`src/rtl/rect_plotter.sv`:
```
// rect_plotter: rasterises a clipped outline or filled rectangle into vga_adapter plot strobes,
// one scan step per cycle plus PACE idle cycles after every plotted pixel.
module rect_plotter #(
   parameter int X_W = 8,
   parameter int Y_W = 7,
   parameter int COLOUR_W = 3,
   parameter int SCREEN_W = 160,
   parameter int SCREEN_H = 120,
   parameter int PACE = 0
) (
   input  logic                clk,
   input  logic                reset,
   input  logic                start,
   input  logic                mode,
   input  logic [X_W-1:0]      x0,
   input  logic [Y_W-1:0]      y0,
   input  logic [X_W-1:0]      w,
   input  logic [Y_W-1:0]      h,
   input  logic [COLOUR_W-1:0] colour_in,
   output logic                busy,
   output logic                done,
   output logic                plot,
   output logic [X_W-1:0]      x,
   output logic [Y_W-1:0]      y,
   output logic [COLOUR_W-1:0] colour
);
   typedef enum logic [1:0] {IDLE, DRAW, DONE} state_t;
   localparam logic [19:0] PACE_C = 20'(PACE);
   localparam logic [X_W:0] SW = (X_W+1)'(SCREEN_W);
   localparam logic [Y_W:0] SH = (Y_W+1)'(SCREEN_H);
   state_t state, nxt;
   logic [X_W-1:0] lx0, lw, c;
   logic [Y_W-1:0] ly0, lh, r;
   logic [COLOUR_W-1:0] lcol;
   logic lmode;
   logic [19:0] pc;
   logic [X_W:0] xs;
   logic [Y_W:0] ys;
   logic visible, step_end, row_end, last, interior;
   // one extra bit so pixels past the right/bottom edge clip instead of wrapping
   assign xs = {1'b0, lx0} + {1'b0, c};
   assign ys = {1'b0, ly0} + {1'b0, r};
   assign visible = xs < SW && ys < SH;
   assign step_end = !visible || pc == PACE_C;
   assign row_end = c == lw - 1'b1;
   assign last = row_end && r == lh - 1'b1;
   assign interior = !lmode && r != '0 && r != lh - 1'b1;
   always_ff @(posedge clk)
      state <= !reset ? IDLE : nxt;
   always_comb begin
      nxt = state;
      if (state == IDLE)
         nxt = start ? ((w == '0 || h == '0) ? DONE : DRAW) : IDLE;
      else if (state == DRAW)
         nxt = step_end && last ? DONE : DRAW;
      else
         nxt = IDLE;
   end
   always_comb begin
      busy = state == DRAW;
      done = state == DONE;
      plot = busy && visible && pc == '0;
      x = busy ? xs[X_W-1:0] : '0;
      y = busy ? ys[Y_W-1:0] : '0;
      colour = busy ? lcol : '0;
   end
   always_ff @(posedge clk)
      if (!reset) begin
         lx0 <= '0;
         ly0 <= '0;
         lw <= '0;
         lh <= '0;
         lcol <= '0;
         lmode <= 1'b0;
         r <= '0;
         c <= '0;
         pc <= '0;
      end else if (state == IDLE && start) begin
         lx0 <= x0;
         ly0 <= y0;
         lw <= w;
         lh <= h;
         lcol <= colour_in;
         lmode <= mode;
         r <= '0;
         c <= '0;
         pc <= '0;
      end else if (state == DRAW) begin
         if (!step_end)
            pc <= pc + 1'b1;
         else begin
            // outline interior rows jump straight from the left edge to the right edge
            pc <= '0;
            c <= row_end ? '0 : interior ? lw - 1'b1 : c + 1'b1;
            r <= row_end ? r + 1'b1 : r;
         end
      end
endmodule

```
`config.mk`:
```
export PLATFORM = sky130hd
export DESIGN_NAME = rect_plotter
export DESIGN_NICKNAME = d
export VERILOG_FILES = /design/src/rtl/rect_plotter.sv
export SDC_FILE = /design/constraint.sdc
export NUM_CORES = 1
export LEC_CHECK = 0
export CORE_UTILIZATION = 35
export DETAILED_ROUTE_END_ITERATION = 6
export MAX_ROUTING_LAYER = met4
export PLACE_DENSITY = 0.66
export SYNTH_ARGS = -nofsm -noshare
export SYNTH_HDL_FRONTEND = slang
export SYNTH_SLANG_ARGS = --single-unit
```
`constraint.sdc`:
```
create_clock -name clk -period 5.92 [get_ports clk]
set_input_delay 0.888 -clock clk [delete_from_list [all_inputs] [get_ports clk]]
set_output_delay 0.888 -clock clk [all_outputs]
set_load 0.01 [all_outputs]
```
# Yosys cells after proc, flatten, opt, wreduce, memory -nomap -nowiden
# Cells that the tools add are included.
[totals]
inputBits = 37
reg_bits = 71
word_cells = 56
[classes]
eq_ne = 5
mux = 11
n_reduce_logical = 20
n_addsub = 7
bitwise_logic = 1
magnitude_cmp = 2
[ops]
columns = ["op", "count"]
rows = [
  ["8-bit 2-to-1 mux", 3],
  ["20-bit by 1-bit adder with 20-bit output (second input constant)", 1],
  ["20-bit zero test", 1],
  ["20-bit 2-to-1 mux", 1],
  ["2-bit 2-to-1 mux", 5],
  ["8-bit by 8-bit adder with 9-bit output", 1],
  ["9-bit by 8-bit < comparator with 1-bit output (second input constant)", 1],
  ["7-bit by 7-bit adder with 8-bit output", 1],
  ["8-bit by 1-bit adder with 8-bit output (second input constant)", 1],
  ["8-bit equality test", 1],
  ["1-bit logical AND", 8],
  ["8-bit zero test", 1],
  ["8-bit by 7-bit < comparator with 1-bit output (second input constant)", 1],
  ["8-bit by 1-bit subtractor with 8-bit output (second input constant)", 1],
  ["7-bit by 1-bit adder with 7-bit output (second input constant)", 1],
  ["7-bit equality test", 1],
  ["7-bit zero test", 1],
  ["7-bit 2-to-1 mux", 1],
  ["7-bit != test", 1],
  ["7-bit nonzero test", 1],
  ["7-bit by 1-bit subtractor with 7-bit output (second input constant)", 1],
  ["3-bit 2-to-1 mux", 1],
  ["3-bit AND reduction", 1],
  ["2-bit by 1-bit equality test with 1-bit output (second input constant)", 1],
  ["other kinds (7)", 9],
]

# Logic depth before layout (Yosys ltp)
# Gate-level depths: netlist (run 1).
[logic_depth]
depth_word = 9
depth_mapped = 13
ltp_nobuf = 11

# Worst setup path before layout (run 1)
# OpenSTA, ideal clock, no wires.
[synth_path]
kind = "flip-flop to output port"
start = "reg r[0]"
end = "out plot"
arrival_ns = 2.050
setup_slack_ns = 2.982
path_stages_with_launch = 10
t_required_ns = 5.032
n_path_buf = 0
cell_sequence = "dfxtp_1 -> ha_1 -> fa_1 -> a21o_1 -> nor2_1 -> nor2_1 -> a211o_1 -> o211ai_1 -> nand3_1 -> nor3_1"
[synth_between]
elab_chain_cells = 5
[synth_rtl]
columns = ["element", "line_no", "text"]
rows = [
  ["start: declaration", "33", "logic [Y_W-1:0] ly0, lh, r;"],
  ["start signal: assignment", "95", "r <= row_end ? r + 1'b1 : r;"],
  ["7-bit by 7-bit adder with 8-bit output", "42", "assign ys = {1'b0, ly0} + {1'b0, r};"],
  ["8-bit by 7-bit < comparator with 1-bit output", "43", "assign visible = xs < SW && ys < SH;"],
  ["1-bit logical AND", "43", ""],
  ["1-bit logical AND (2 in series)", "62", "plot = busy && visible && pc == '0;"],
  ["end: declaration", "22", "output logic plot,"],
]
# No other way between the ends.

# Worst setup path after layout (run 1)
# Ends and elaborated chain as after synthesis.

==> out/qor.txt, run 1 <==
Outcome: finished clean
DRT iter0 DRCs: 166
Slowest stage delay, CP: 0.59 ns
Syn Area/Cell: 7.81 µm²
Initial antenna violation count: 0
Worst Skew: 0.00677 ns
HP Class: flip-flop to flip-flop
IO buf count: 57
Total clock buffers created by CTS: 9
RD Place Congestion: 0.876
Clock Latency Late Sink: 0.33 ns
Final period util: 68.7%
Seq cells post-synth: 71
Setup TNS: 0 ns
Worst Path Required: 5.03 ns
Fin nets: 677
Vias in the first global route: 4088
Peak supply drop: 0.126 mV
Top Family by Delay on Critical Path: adder cells
Arr. time, crit path: 3.18 ns
P&R area growth vs syn: 23.0%
Post-DRT Antenna Nets: 0
Synth Flop Type: dfxtp_1
Max Slew Vio Count: 0
Number of synthesized flops with an enable pin: 0
Netlist cell types: 58
DR vias/cell: 5.19
Post-route setup slack: 1.86 ns
Sequential element share of the synthesized area: 32.0%
Final core utilization: 44.7%
Post-layout min period: 4.06 ns
Crit. End Element: output pin
Die ar.: 13100 µm²
# setup viols final: 0
Die H: 115 µm
Worst R2R Setup Slack: 2.17 ns
Power per cell area: 230 nW/µm²
Worst Setup Path Type: flip-flop to output pin
Synth warn: 0
CP Buf/Inv Count: 1
N_diodes: 0
Most used cell, CP: nor2_1
Root buf cell: clkbuf_16
Critical path cell sequence: ha_1, fa_1, a21o_1, nor2_1, nor2_1, a211o_1, o211ai_1, nand3_1, nor3_1, clkdlybuf4s50_1
Core area: 12200 µm²
Critical Path Start Type: flip-flop
Worst rel slew slack: 24.6%
Final Hold Viols: 0
FFs w/ async S/R, synth: 0%
Crit path max-delay cell type: clkdlybuf4s50_1
Final HPWL DP: 7930 µm
Core Rows: 40
DR vias: 4096
CTS tree: yes
Post-CTS Setup Inserts: 0
Clock slew at reported path FFs: 0.06 ns
H-tree depth: 3
RSZ-0062 raised after global routing: no
Clk sinks: 71
Gr ovfl total: 0
Post_cts resized: 0
Wirelength per Cell: 13.7 µm
WL final: 10800 µm
IO Count: 58
Worst hold slack: 0.458 ns
Post-Syn Nets: 630
Hold-fix buffers, CTS: 0
First-pass GRT wire length: 18500 µm
Largest net degree at the start of global routing: 39
Share of layout cells above drive strength 1: 4.83%
Crit-path max FO: 8
Mapped Area: 4440 µm²
Worst Tran Pin Value: 1.13 ns
Fmax: 0.246 GHz
DP Worst Slack: 2.19 ns
Pleak: 2.03 nW
Initial Utilization: 36.4%
Die width: 115 µm
Clock buffer depth: 2
# DRC: 0
1st-pass router iterations: 4
Tot GR Track Use: 18.2%
Mapped Cells: 569
Max-cap violations: 0
[registers in the layout (all words and copies together) (netlist names), 2 cells and up]
name   cells
c          8
lcol       3
lh         7
lw         8
lx0        8
ly0        7
pc        20
r          7
state      2
[final timing paths]
path | startpoint | end | depth (start not counted)
worst max register to register | r[0] | c[0] | 10
worst max-delay path | r[0] | plot | 10
worst min-delay path | lh[5] | lh[5] | 2
worst min register to register | lh[5] | lh[5] | 2
[metrics by stage]
step | std cells | area, µm² | power, mW
global route | 789 | 5460 | 1.32
CTS | 789 | 5460 | 1.27
finish | 789 | 5460 | 1.26
global placement | 773 | 5140 | 0.686
floorplan | 569 | 4440 | 0.629
detailed placement | 773 | 5140 | 0.691
[cells in the final DEF, fill, tap and decap left out, drive strengths merged, types with 4 or more instances in the layout]
cell type and count:
a21boi 35, nor4 11, ha 22, o31ai 10
and3 5, buf 5, and2 11, nand3 11
clkbuf 9, o21ai 12, o21a 4, o22ai 8
a21o 4, nor3 10, or4 9, nand2 100
a21oi 22, xor2 20, clkdlybuf4s50 57, o211ai 4
a31oi 4, nor2b 8, nor2 59, inv 22
dfxtp 71, xnor2 22, nand2b 6, nand4 11
a211oi 10
[cell usage after synthesis, types with 3 or more instances]
cell type | count | area [µm²]
o31ai_1 | 10 | 75.1
a21oi_1 | 22 | 110
clkbuf_1 | 19 | 71.3
dfxtp_1 | 71 | 1420
nand4_1 | 11 | 68.8
and3_1 | 5 | 31.3
and2_1 | 11 | 68.8
inv_1 | 22 | 82.6
nor2_1 | 59 | 221
or4_1 | 8 | 60.1
xnor2_1 | 22 | 193
nand3_1 | 11 | 55.1
nor3_1 | 10 | 50.1
o21ai_0 | 10 | 50.1
a211o_1 | 3 | 26.3
ha_1 | 22 | 275
nand2_1 | 100 | 375
o211ai_1 | 4 | 30.0
o22ai_1 | 8 | 50.1
a21boi_0 | 34 | 255
xor2_1 | 20 | 175
a31oi_1 | 4 | 25.0
nor4_1 | 11 | 68.8
nand2b_1 | 5 | 31.3
o21a_1 | 4 | 30.0
nor2b_1 | 8 | 50.1
a21o_1 | 4 | 30.0
a211oi_1 | 10 | 75.1
o2111ai_1 | 3 | 26.3
[final cells by class]
class                           instances  area, µm²
Fill cell                            1203       6750
Clock buffer                            9        225
Sequential cell                        71       1420
Inverter                               22       82.6
Tap cell                              168        210
Timing Repair Buffer                   62        608
Multi-Input combinational cell        450       2820
Clock inverter                          7       97.6
[cells by family (layout without fill, tap and decap cells)]
logic type / Yosys count / in the layout / share of synthesized area, %
fa+ha+maj: 24 / 24 / 7.10
buf+inv: 48 / 100 / 4.65
mux: 2 / 2 / 0.451
compound gates: 126 / 126 / 19.4
simple gates: 255 / 255 / 27.6
flops: 71 / 71 / 32.0
xor+xnor: 43 / 43 / 8.79
[tightest hold or removal path: cells and delay by family, from the launching register on]
| family | cells | cell delay (ns) |
|---|---|---|
| and+or+nand+nor | 1 | 0.04 |
| DFF | 1 | 0.31 |
| AOI/OAI and AO/OA | 1 | 0.06 |
[metal layers]
metal  wire [µm]  vias up  GRT usage [%]
met5           0        -              -
met4         193        0           6.58
met3         499       18           3.18
met2        5160       81           30.5
met1        4940     1898           21.8
li1            -     2099              -
[where the power goes]
group	internal (mW)	switching, mW	leakage, nW
Combinational	0.0804	0.0909	1.30
Sequential	0.494	0.0153	0.578
Clock	0.369	0.209	0.152
Power figures use the tool's default switching activity.
==> run 2: changes to the inputs <==
Clock period 5.92 ns to 4.1 ns, I/O delays scaled along.
==> run 2 against run 1 <==
Compared with the run above:
- combinational power increased by 46%
- clock skew decreased by 0.00062 ns
- count of clock-buffer cells in the layout increased by 1
- sequential power increased by 44%
- worst hold slack improved by 0.0016 ns
- total power increased by 41%
- critical path type unchanged
- largest cell class unchanged
- largest power group unchanged
==> out/qor.txt, run 2 (synthesis gave the netlist of run 1 again) <==
Outcome: finished clean
Crit. End Element: output pin
RSZ-0062 raised after global routing: no
CTS tree: yes
Power per cell area: 325 nW/µm²
Reg2reg start: c[4]
Biggest register: pc
Net Sw Power: 459 µW
Largest net degree at the start of global routing: 39
IO buf count: 57
Power share of the sequential group: 41.4%
Final HPWL DP: 7930 µm
Share of layout cells above drive strength 1: 5.13%
Die width: 115 µm
Setup TNS: 0 ns
IO Count: 58
Post-route setup slack: 0.322 ns
Die H: 115 µm
Tot GR Track Use: 18.4%
WL final: 10800 µm
Worst Setup Path Type: flip-flop to output pin
Fin nets: 680
Initial Utilization: 36.4%
RD Place Congestion: 0.884
DR vias/cell: 5.14
DP Worst Slack: 0.651 ns
DRT iter0 DRCs: 201
Slowest stage delay, CP: 0.59 ns
Worst hold slack: 0.460 ns
Fmax: 0.265 GHz
# DRC: 0
Max Slew Vio Count: 0
CP Buf/Inv Count: 1
N_diodes: 0
CP endpoint: plot
Sw Share: 25.9%
Post-Place Cells: 776
Final Hold Viols: 0
Commonest cells after routing, fill and taps aside: nand2_1, dfxtp_1, nor2_1
Core Rows: 40
Worst R2R Setup Slack: 0.83 ns
Top Family by Delay on Critical Path: adder cells
Total clock buffers created by CTS: 9
Max reg flops: 20
Most used cell, CP: nor2_1
Core area: 12200 µm²
Post_cts resized: 0
Clk sinks: 71
Int Pwr: 1.32 mW
Wirelength per Cell: 13.7 µm
Final period util: 92.2%
Worst Tran Pin Value: 0.703 ns
Critical Path Start Type: flip-flop
Worst Path Required: 3.48 ns
Max-cap violations: 0
Crit. path cell count: 10
Die ar.: 13100 µm²
Vias in the first global route: 3920
H-tree depth: 3
Hold-fix buffers, CTS: 0
Worst rel slew slack: 52.9%
P&R area growth vs syn: 22.9%
Combinational share of power: 14.0%
Commonest non-fill, non-tap cell in the layout: nand2_1
Layout Cells excl Fill: 792
Gr ovfl total: 0
First-pass GRT wire length: 18400 µm
# setup viols final: 0
Crit path max-delay cell type: clkdlybuf4s50_1
Worst Skew: 0.00615 ns
Total power: 1.78 mW
Cells on worst reg2reg path: 10
Arr. time, crit path: 3.16 ns
Critical path cell sequence: ha_1, fa_1, a21o_1, nor2_1, nor2_1, a211o_1, o211ai_1, nand3_1, nor3_1, clkdlybuf4s50_1
1st-pass router iterations: 4
Clock Latency Late Sink: 0.34 ns
DR vias: 4074
Peak supply drop: 0.178 mV
Clock power share: 44.5%
Worst setup path start: r[0]
Post-CTS Setup Inserts: 0
HP Class: flip-flop to flip-flop
Root buf cell: clkbuf_16
Clock slew at reported path FFs: 0.06 ns
Initial antenna violation count: 0
Filler cell count: 1242
Crit-path max FO: 8
Reg2reg end: pc[3]
Post-DRT Antenna Nets: 0
Post-layout min period: 3.78 ns
Pleak: 2.04 nW
Clock buffer depth: 2
run 2: cell count changes in the layout (fill, tap and decap cells not counted):
cell,before,now
o21ai_1,1,2
clkinv_4,2,0
o21ai_2,1,0
clkinv_2,1,3
clkbuf_8,0,1
bufinv_16,2,1
buf_4,5,8
run 2: tightest hold or removal path, stage by stage, from the launching register on:
cell	delay, ns
dfxtp_1	0.30
nand2_1	0.04
a21boi_0	0.07
run 2: through the flow:
stage | instance area (µm²) | util [%]
detailed placement | 5160 | 42.2
global route | 5460 | 44.7
floorplan | 4440 | -
CTS | 5460 | 44.7
finish | 5460 | 44.7
global placement | 5160 | 42.2
run 2: how the worst min path moves through the flow:
stage,start,endpoint,slack (ns),cells after the start
CTS,lcol[2],lcol[2],0.46,2
global placement,lcol[0],lcol[0],0.45,2
floorplan,lcol[1],lcol[1],0.44,2
finish,lcol[2],lcol[2],0.46,2
detailed placement,lcol[2],lcol[2],0.45,2
global route,lmode,lmode,0.50,2
run 2: routing by layer:
layer / GRT usage [%] / wire length, µm / vias up
met5: - / 0 / -
met4: 8.74 / 191 / 0
met3: 3.23 / 528 / 11
met2: 30.5 / 5290 / 79
met1: 21.6 / 4830 / 1890
li1: - / - / 2094
run 2: area by class of cell:
type / instances / area [µm²] / area share [%]
Multi-Input combinational cell: 450 / 2810 / 51.6
Sequential cell: 71 / 1420 / 26.0
Timing Repair Buffer: 65 / 631 / 11.6
Clock buffer: 10 / 239 / 4.38
Tap cell: 168 / 210 / 3.85
Inverter: 22 / 82.6 / 1.51
Clock inverter: 6 / 60.1 / 1.10
run 2: power groups by stage:
stage,sequential [mW],clock [mW],combinational [mW]
2_1_floorplan,0.744,0,0.164
3_3_place_gp,0.750,0,0.246
3_5_place_dp,0.751,0,0.250
4_1_cts,0.736,0.807,0.252
5_1_grt,0.739,0.840,0.281
6_report,0.735,0.790,0.249
==> run 3: changes to the inputs <==
Settings changed: CTS_CLUSTER_SIZE set to 20.
==> results of run 3 <==
No change in the layout: final DEF, timing and power equal those of run 2.
